==> config.mk <==
export PLATFORM = sky130hd
export DESIGN_NAME = hazard_ctrl_flat
export DESIGN_NICKNAME = d
export VERILOG_FILES = /design/src/rtl/hazard_ctrl_if.sv /design/src/rtl/hazard_ctrl.sv /design/src/flat_wrapper.sv
export SDC_FILE = /design/constraint.sdc
export NUM_CORES = 1
export LEC_CHECK = 0
export BUFFER_PORTS_ARGS = -buffer_cell sky130_fd_sc_hd__buf_4
export CAP_MARGIN = 30
export CELL_PAD_IN_SITES_DETAIL_PLACEMENT = 0
export CELL_PAD_IN_SITES_GLOBAL_PLACEMENT = 1
export CORE_MARGIN = 1.5
export CORE_UTILIZATION = 39
export CTS_BUF_LIST = sky130_fd_sc_hd__clkbuf_16
export DETAILED_ROUTE_END_ITERATION = 6
export PLACE_DENSITY = 0.82
export SLEW_MARGIN = 20
export SYNTH_ARGS = -nofsm -noshare
export SYNTH_HDL_FRONTEND = slang
export SYNTH_SLANG_ARGS = --single-unit
==> constraint.sdc <==
create_clock -name clk -period 2.7 [get_ports clk]
set_input_delay 0.135 -clock clk [delete_from_list [all_inputs] [get_ports clk]]
set_output_delay 0.135 -clock clk [all_outputs]
set_load 0.02 [all_outputs]
==> src/rtl/hazard_ctrl_if.sv <==
// Signal bundle between the pipeline datapath and the hazard controller.
// The master side drives the hazard inputs; the slave side is the controller.
interface hazard_ctrl_if #(
    parameter int CNT_W = 32
);
    logic [4:0]       id_rs1;
    logic [4:0]       id_rs2;
    logic             id_use_rs1;
    logic             id_use_rs2;
    logic [4:0]       ex_rd;
    logic             ex_mem_read;
    logic             ex_branch_taken;
    logic             mem_busy;

    logic             pc_en;
    logic             if_id_en;
    logic             id_ex_en;
    logic             ex_mem_en;
    logic             if_id_flush;
    logic             id_ex_flush;
    logic             mem_wb_flush;
    logic [CNT_W-1:0] stall_cnt;
    logic [CNT_W-1:0] flush_cnt;
    logic [CNT_W-1:0] freeze_cnt;
    logic             mem_timeout;
    logic             state;

    modport master (
        output id_rs1, id_rs2, id_use_rs1, id_use_rs2, ex_rd, ex_mem_read,
               ex_branch_taken, mem_busy,
        input  pc_en, if_id_en, id_ex_en, ex_mem_en, if_id_flush, id_ex_flush,
               mem_wb_flush, stall_cnt, flush_cnt, freeze_cnt, mem_timeout, state
    );

    modport slave (
        input  id_rs1, id_rs2, id_use_rs1, id_use_rs2, ex_rd, ex_mem_read,
               ex_branch_taken, mem_busy,
        output pc_en, if_id_en, id_ex_en, ex_mem_en, if_id_flush, id_ex_flush,
               mem_wb_flush, stall_cnt, flush_cnt, freeze_cnt, mem_timeout, state
    );
endinterface

==> src/rtl/hazard_ctrl.sv <==
// 5-stage pipeline hazard controller: load-use stall, branch flush, memory freeze,
// debug counters and a sticky watchdog on long memory waits.
//
// state  | meaning
// RUN    | last edge saw mem_busy = 0
// FREEZE | last edge saw mem_busy = 1 (pipeline held)
module hazard_ctrl #(
    parameter int CNT_W   = 32,
    parameter int TIMEOUT = 255
) (
    input  logic          clk,
    input  logic          reset,
    hazard_ctrl_if.slave  hz
);
    localparam int              FL_W   = $clog2(TIMEOUT + 1);
    localparam logic [FL_W-1:0] FL_MAX = FL_W'(TIMEOUT);
    localparam logic [FL_W-1:0] FL_ONE = FL_W'(1);
    localparam logic [CNT_W-1:0] CNT_ONE = CNT_W'(1);

    typedef enum logic {RUN = 1'b0, FREEZE = 1'b1} state_t;

    state_t           r_state;
    logic [FL_W-1:0]  r_freeze_len;
    logic             r_mem_timeout;
    logic [CNT_W-1:0] r_stall_cnt;
    logic [CNT_W-1:0] r_flush_cnt;
    logic [CNT_W-1:0] r_freeze_cnt;

    logic w_load_use;
    logic w_freeze;
    logic w_branch;
    logic w_stall;

    assign w_load_use = hz.ex_mem_read && (hz.ex_rd != 5'd0) &&
                        ((hz.id_use_rs1 && (hz.id_rs1 == hz.ex_rd)) ||
                         (hz.id_use_rs2 && (hz.id_rs2 == hz.ex_rd)));
    assign w_freeze   = hz.mem_busy;
    assign w_branch   = hz.ex_branch_taken && !w_freeze;
    assign w_stall    = w_load_use && !hz.ex_branch_taken && !w_freeze;

    // Controls are purely combinational from current inputs; reset forces normal flow.
    always_comb begin
        hz.pc_en        = 1'b1;
        hz.if_id_en     = 1'b1;
        hz.id_ex_en     = 1'b1;
        hz.ex_mem_en    = 1'b1;
        hz.if_id_flush  = 1'b0;
        hz.id_ex_flush  = 1'b0;
        hz.mem_wb_flush = 1'b0;
        if (!reset) begin
            if (w_freeze) begin
                hz.pc_en        = 1'b0;
                hz.if_id_en     = 1'b0;
                hz.id_ex_en     = 1'b0;
                hz.ex_mem_en    = 1'b0;
                hz.mem_wb_flush = 1'b1;
            end else if (w_branch) begin
                hz.if_id_flush  = 1'b1;
                hz.id_ex_flush  = 1'b1;
            end else if (w_stall) begin
                hz.pc_en        = 1'b0;
                hz.if_id_en     = 1'b0;
                hz.id_ex_flush  = 1'b1;
            end
        end
    end

    always_ff @(posedge clk) begin
        if (reset) begin
            r_state       <= RUN;
            r_freeze_len  <= '0;
            r_mem_timeout <= 1'b0;
            r_stall_cnt   <= '0;
            r_flush_cnt   <= '0;
            r_freeze_cnt  <= '0;
        end else begin
            r_state <= w_freeze ? FREEZE : RUN;
            if (w_freeze) begin
                if (r_freeze_len != FL_MAX)
                    r_freeze_len <= r_freeze_len + FL_ONE;
                // Trips on the edge where the length reaches TIMEOUT.
                if (r_freeze_len >= FL_MAX - FL_ONE)
                    r_mem_timeout <= 1'b1;
                r_freeze_cnt <= r_freeze_cnt + CNT_ONE;
            end else begin
                r_freeze_len <= '0;
            end
            if (w_stall)
                r_stall_cnt <= r_stall_cnt + CNT_ONE;
            if (w_branch)
                r_flush_cnt <= r_flush_cnt + CNT_ONE;
        end
    end

    assign hz.state       = r_state;
    assign hz.mem_timeout = r_mem_timeout;
    assign hz.stall_cnt   = r_stall_cnt;
    assign hz.flush_cnt   = r_flush_cnt;
    assign hz.freeze_cnt  = r_freeze_cnt;
endmodule

==> src/flat_wrapper.sv <==
// flat-port wrapper written by rule: the top's interface ports become plain ports
module hazard_ctrl_flat 
#(
    parameter int CNT_W   = 32,
    parameter int TIMEOUT = 255
)
  (clk, reset, hz_id_rs1, hz_id_rs2, hz_id_use_rs1, hz_id_use_rs2, hz_ex_rd, hz_ex_mem_read, hz_ex_branch_taken, hz_mem_busy, hz_pc_en, hz_if_id_en, hz_id_ex_en, hz_ex_mem_en, hz_if_id_flush, hz_id_ex_flush, hz_mem_wb_flush, hz_stall_cnt, hz_flush_cnt, hz_freeze_cnt, hz_mem_timeout, hz_state);
  hazard_ctrl_if #(.CNT_W(CNT_W)) hz_i ();
  input  logic clk;
  input  logic reset;
  input wire logic [$bits(hz_i.id_rs1)-1:0] hz_id_rs1;
  input wire logic [$bits(hz_i.id_rs2)-1:0] hz_id_rs2;
  input wire logic [$bits(hz_i.id_use_rs1)-1:0] hz_id_use_rs1;
  input wire logic [$bits(hz_i.id_use_rs2)-1:0] hz_id_use_rs2;
  input wire logic [$bits(hz_i.ex_rd)-1:0] hz_ex_rd;
  input wire logic [$bits(hz_i.ex_mem_read)-1:0] hz_ex_mem_read;
  input wire logic [$bits(hz_i.ex_branch_taken)-1:0] hz_ex_branch_taken;
  input wire logic [$bits(hz_i.mem_busy)-1:0] hz_mem_busy;
  output wire logic [$bits(hz_i.pc_en)-1:0] hz_pc_en;
  output wire logic [$bits(hz_i.if_id_en)-1:0] hz_if_id_en;
  output wire logic [$bits(hz_i.id_ex_en)-1:0] hz_id_ex_en;
  output wire logic [$bits(hz_i.ex_mem_en)-1:0] hz_ex_mem_en;
  output wire logic [$bits(hz_i.if_id_flush)-1:0] hz_if_id_flush;
  output wire logic [$bits(hz_i.id_ex_flush)-1:0] hz_id_ex_flush;
  output wire logic [$bits(hz_i.mem_wb_flush)-1:0] hz_mem_wb_flush;
  output wire logic [$bits(hz_i.stall_cnt)-1:0] hz_stall_cnt;
  output wire logic [$bits(hz_i.flush_cnt)-1:0] hz_flush_cnt;
  output wire logic [$bits(hz_i.freeze_cnt)-1:0] hz_freeze_cnt;
  output wire logic [$bits(hz_i.mem_timeout)-1:0] hz_mem_timeout;
  output wire logic [$bits(hz_i.state)-1:0] hz_state;
  assign hz_i.id_rs1 = hz_id_rs1;
  assign hz_i.id_rs2 = hz_id_rs2;
  assign hz_i.id_use_rs1 = hz_id_use_rs1;
  assign hz_i.id_use_rs2 = hz_id_use_rs2;
  assign hz_i.ex_rd = hz_ex_rd;
  assign hz_i.ex_mem_read = hz_ex_mem_read;
  assign hz_i.ex_branch_taken = hz_ex_branch_taken;
  assign hz_i.mem_busy = hz_mem_busy;
  assign hz_pc_en = hz_i.pc_en;
  assign hz_if_id_en = hz_i.if_id_en;
  assign hz_id_ex_en = hz_i.id_ex_en;
  assign hz_ex_mem_en = hz_i.ex_mem_en;
  assign hz_if_id_flush = hz_i.if_id_flush;
  assign hz_id_ex_flush = hz_i.id_ex_flush;
  assign hz_mem_wb_flush = hz_i.mem_wb_flush;
  assign hz_stall_cnt = hz_i.stall_cnt;
  assign hz_flush_cnt = hz_i.flush_cnt;
  assign hz_freeze_cnt = hz_i.freeze_cnt;
  assign hz_mem_timeout = hz_i.mem_timeout;
  assign hz_state = hz_i.state;
  hazard_ctrl #(.CNT_W(CNT_W), .TIMEOUT(TIMEOUT)) u_core (.clk(clk), .reset(reset), .hz(hz_i));
endmodule
==> flow_metrics.py <==
metrics = {
    "logic_synthesis": {
        "syn-num-nets": 631,
        "synthCells": 604,
        "synthMuxAreaShare": 0.0105,
        "synth_top_area_cell": "dfxtp_1",
        "synth_top_area_share": 0.413,
        "synth_fa_ha_area_frac": 0.0122,
        "yosysWarnings": 0,
        "yosys.cell_count.top_type": "dfxtp_1",
        "yosysUniqueCellTypes": 46,
        "ys_top_cells_by_count": "dfxtp_1 (106), nor2_1 (80), xor2_1 (42)",
        "yosysSeqAreaShare": 0.413,
        "synth_edf_count": 0,
        "synth_xor_area_frac": 0.126,
        "synth_seq_cells": 106,
        "synth_area_leaders": "dfxtp_1 (41%), xor2_1 (7.2%), nor2_1 (5.9%)",
        "ys_dominant_reg_cell": "dfxtp_1",
        "synth-simple-area-share": 0.308,
        "synth_top_family_by_area": "simple AND/OR/NAND/NOR gates",
        "synth-async-reset-ratio": 0,
        "synth_area_um2": 5130,
        "avgSynthCellArea_um2": 8.50,
        "synth-compound-area-share": 0.0946,
    },
    "worst_setup_path": {
        "critical_path_arrival_ns": 2.41,
        "end_kind": "flop",
        "r2r_slack_ns": 0.54,
        "crit_fanout": 11,
        "startpoint_type": "flop",
        "path_class": "flop to flop",
        "r2r_cells": 6,
        "cp.required_ns": 2.94,
    },
    "clock_tree": {
        "numCtsBuffers": 9,
        "hold_buffers": 0,
        "clkTransAtPathRegs_ns": 0.07,
        "cts-resized-gates": 0,
        "cts_setup_buffers": 0,
        "clock_path_buffers": 2,
        "htreeDepth": 3,
        "cts_root_buf": "clkbuf_16",
        "tritoncts": "yes",
        "clock-sinks": 106,
        "clk_latency_ns": 0.36,
    },
    "floorplanning": {
        "num_rows": 41,
        "core_um2": 12700,
        "io_pins": 127,
        "start_util": 0.403,
        "die_width_um": 118,
        "die_area_um2": 13900,
        "die_h_um": 118,
    },
    "global_routing": {
        "grt_pass1_wl_um": 21600,
        "grt_pass1_vias": 4425,
        "gr-total-overflow": 0,
        "grt_start_max_net_pins": 79,
        "track_usage": 0.187,
        "antenna_found_initial": 0,
    },
    "placement": {
        "port_buffers": 126,
        "hpwlAfterDp_um": 9120,
        "place_ws_ns": 0.277,
        "dp.cells": 873,
        "routabilityCongestion": 0.833,
        "placed_cell_area_um2": 6220,
    },
    "job": {
        "maxCapViolCount": 0,
    },
    "pwr": {
        "power_density_nw_per_um2": 469,
        "report.power.total_mw": 3.06,
        "power_leakage_nw": 2.40,
        "peakVddDrop_mv": 0.224,
    },
    "sta": {
        "final_hold_viol_count": 0,
        "fin_worst_skew_ns": 0.00787,
        "max_slew_margin": 0.457,
        "timing.hold.ws_ns": 0.144,
        "tns_ns": 0,
        "finalCriticalPeriod_ns": 2.16,
        "finalSetupViolations": 0,
        "worstMarginPinSlew_ns": 0.815,
        "fmax_ghz": 0.462,
        "fin_ws_ns": 0.536,
        "rsz0062_at_grt": "no",
        "period_share": 0.802,
        "slew_violations": 0,
    },
    "layout": {
        "n_fill_cell": 1265,
        "area_growth_pct": 26.9,
        "drive_gt1_frac": 0.212,
        "stdcell_area_um2": 6510,
        "stdcell_count": 889,
        "postLayoutCoreUtil": 0.512,
        "num_antenna_cells": 0,
        "nets": 739,
    },
    "route": {
        "routedWlPerCell_um": 14.5,
        "routed_wl_um": 12900,
        "ant_nets": 0,
        "vias_per_cell": 5.36,
        "dr.first_iter.drc_count": 273,
        "drc": 0,
        "vias": 4767,
        "dr.pass1.iters": 4,
    },
    "min_path": {
        "holdPathStages": 2,
        "hold_class": "input port to flop",
    },
    "status": {
        "outcome": "finished clean",
    },
}
==> final timing paths <==
kind | from | to
max | u_core.hz.stall_cnt[0] | u_core.hz.stall_cnt[30]
max reg2reg | u_core.hz.stall_cnt[0] | u_core.hz.stall_cnt[30]
min reg2reg | u_core.hz.mem_timeout | u_core.hz.mem_timeout
min | reset | u_core.hz.freeze_cnt[30]
==> cells in the final DEF (no fill, tap or decap), drive strengths merged, types with 3 or more instances in the layout <==
master	n
buf	132
or4	30
and3	15
and2	6
dfxtp	106
ha	5
nor2	80
nand2	35
clkbuf	9
xor2	42
or3	5
nand4	29
inv	10
xnor2	32
a21oi	34
nor3b	3
mux2	3
o21ai	8
nor3	9
nor2b	5
nand3	40
nor4	17
and4	10
o31ai	27
==> power by group <==
part	internal [mW]	total (mW)	switching [mW]
Sequential	1.57	1.58	0.0111
Combinational	0.0613	0.154	0.0928
Clock	0.719	1.32	0.603
==> flip-flops by register name (all words and copies together) (netlist names) <==
signal / cells
u_core.hz.flush_cnt: 32
u_core.hz.freeze_cnt: 32
u_core.hz.mem_timeout: 1
u_core.hz.stall_cnt: 32
u_core.hz.state: 1
u_core.r_freeze_len: 8
==> area by class of cell <==
| cell class | instances | area, um^2 | area share |
|---|---|---|---|
| tap | 172 | 215 | 0.0330 |
| clock buffer | 9 | 225 | 0.0346 |
| sequential | 106 | 2120 | 0.326 |
| timing repair buffer | 132 | 1000 | 0.154 |
| clock inverter | 7 | 71.3 | 0.0110 |
| multi-input combinational | 456 | 2850 | 0.437 |
| inverter | 7 | 26.3 | 0.00403 |
==> logic make-up after synthesis <==
group	Yosys count
mux	5
buf+inv	42
flops	106
fa+ha+maj	5
xor+xnor	74
simple gates	294
compound gates	78
==> metal layers <==
metal / part of all wire / track usage
met1: 0.47 / 0.247
met2: 0.45 / 0.293
met3: 0.055 / 0.0489
met4: 0.016 / 0.0739
met5: 0 / 0
==> worst max-delay path, cell delays in order (launching register included) <==
cell	delay (ns)
dfxtp_1	0.43
ha_1	0.23
and3_1	0.21
and3_1	0.45
nand4_1	0.15
nor4_1	0.24
mux2_1	0.35
(Power assumes the default switching activity.)
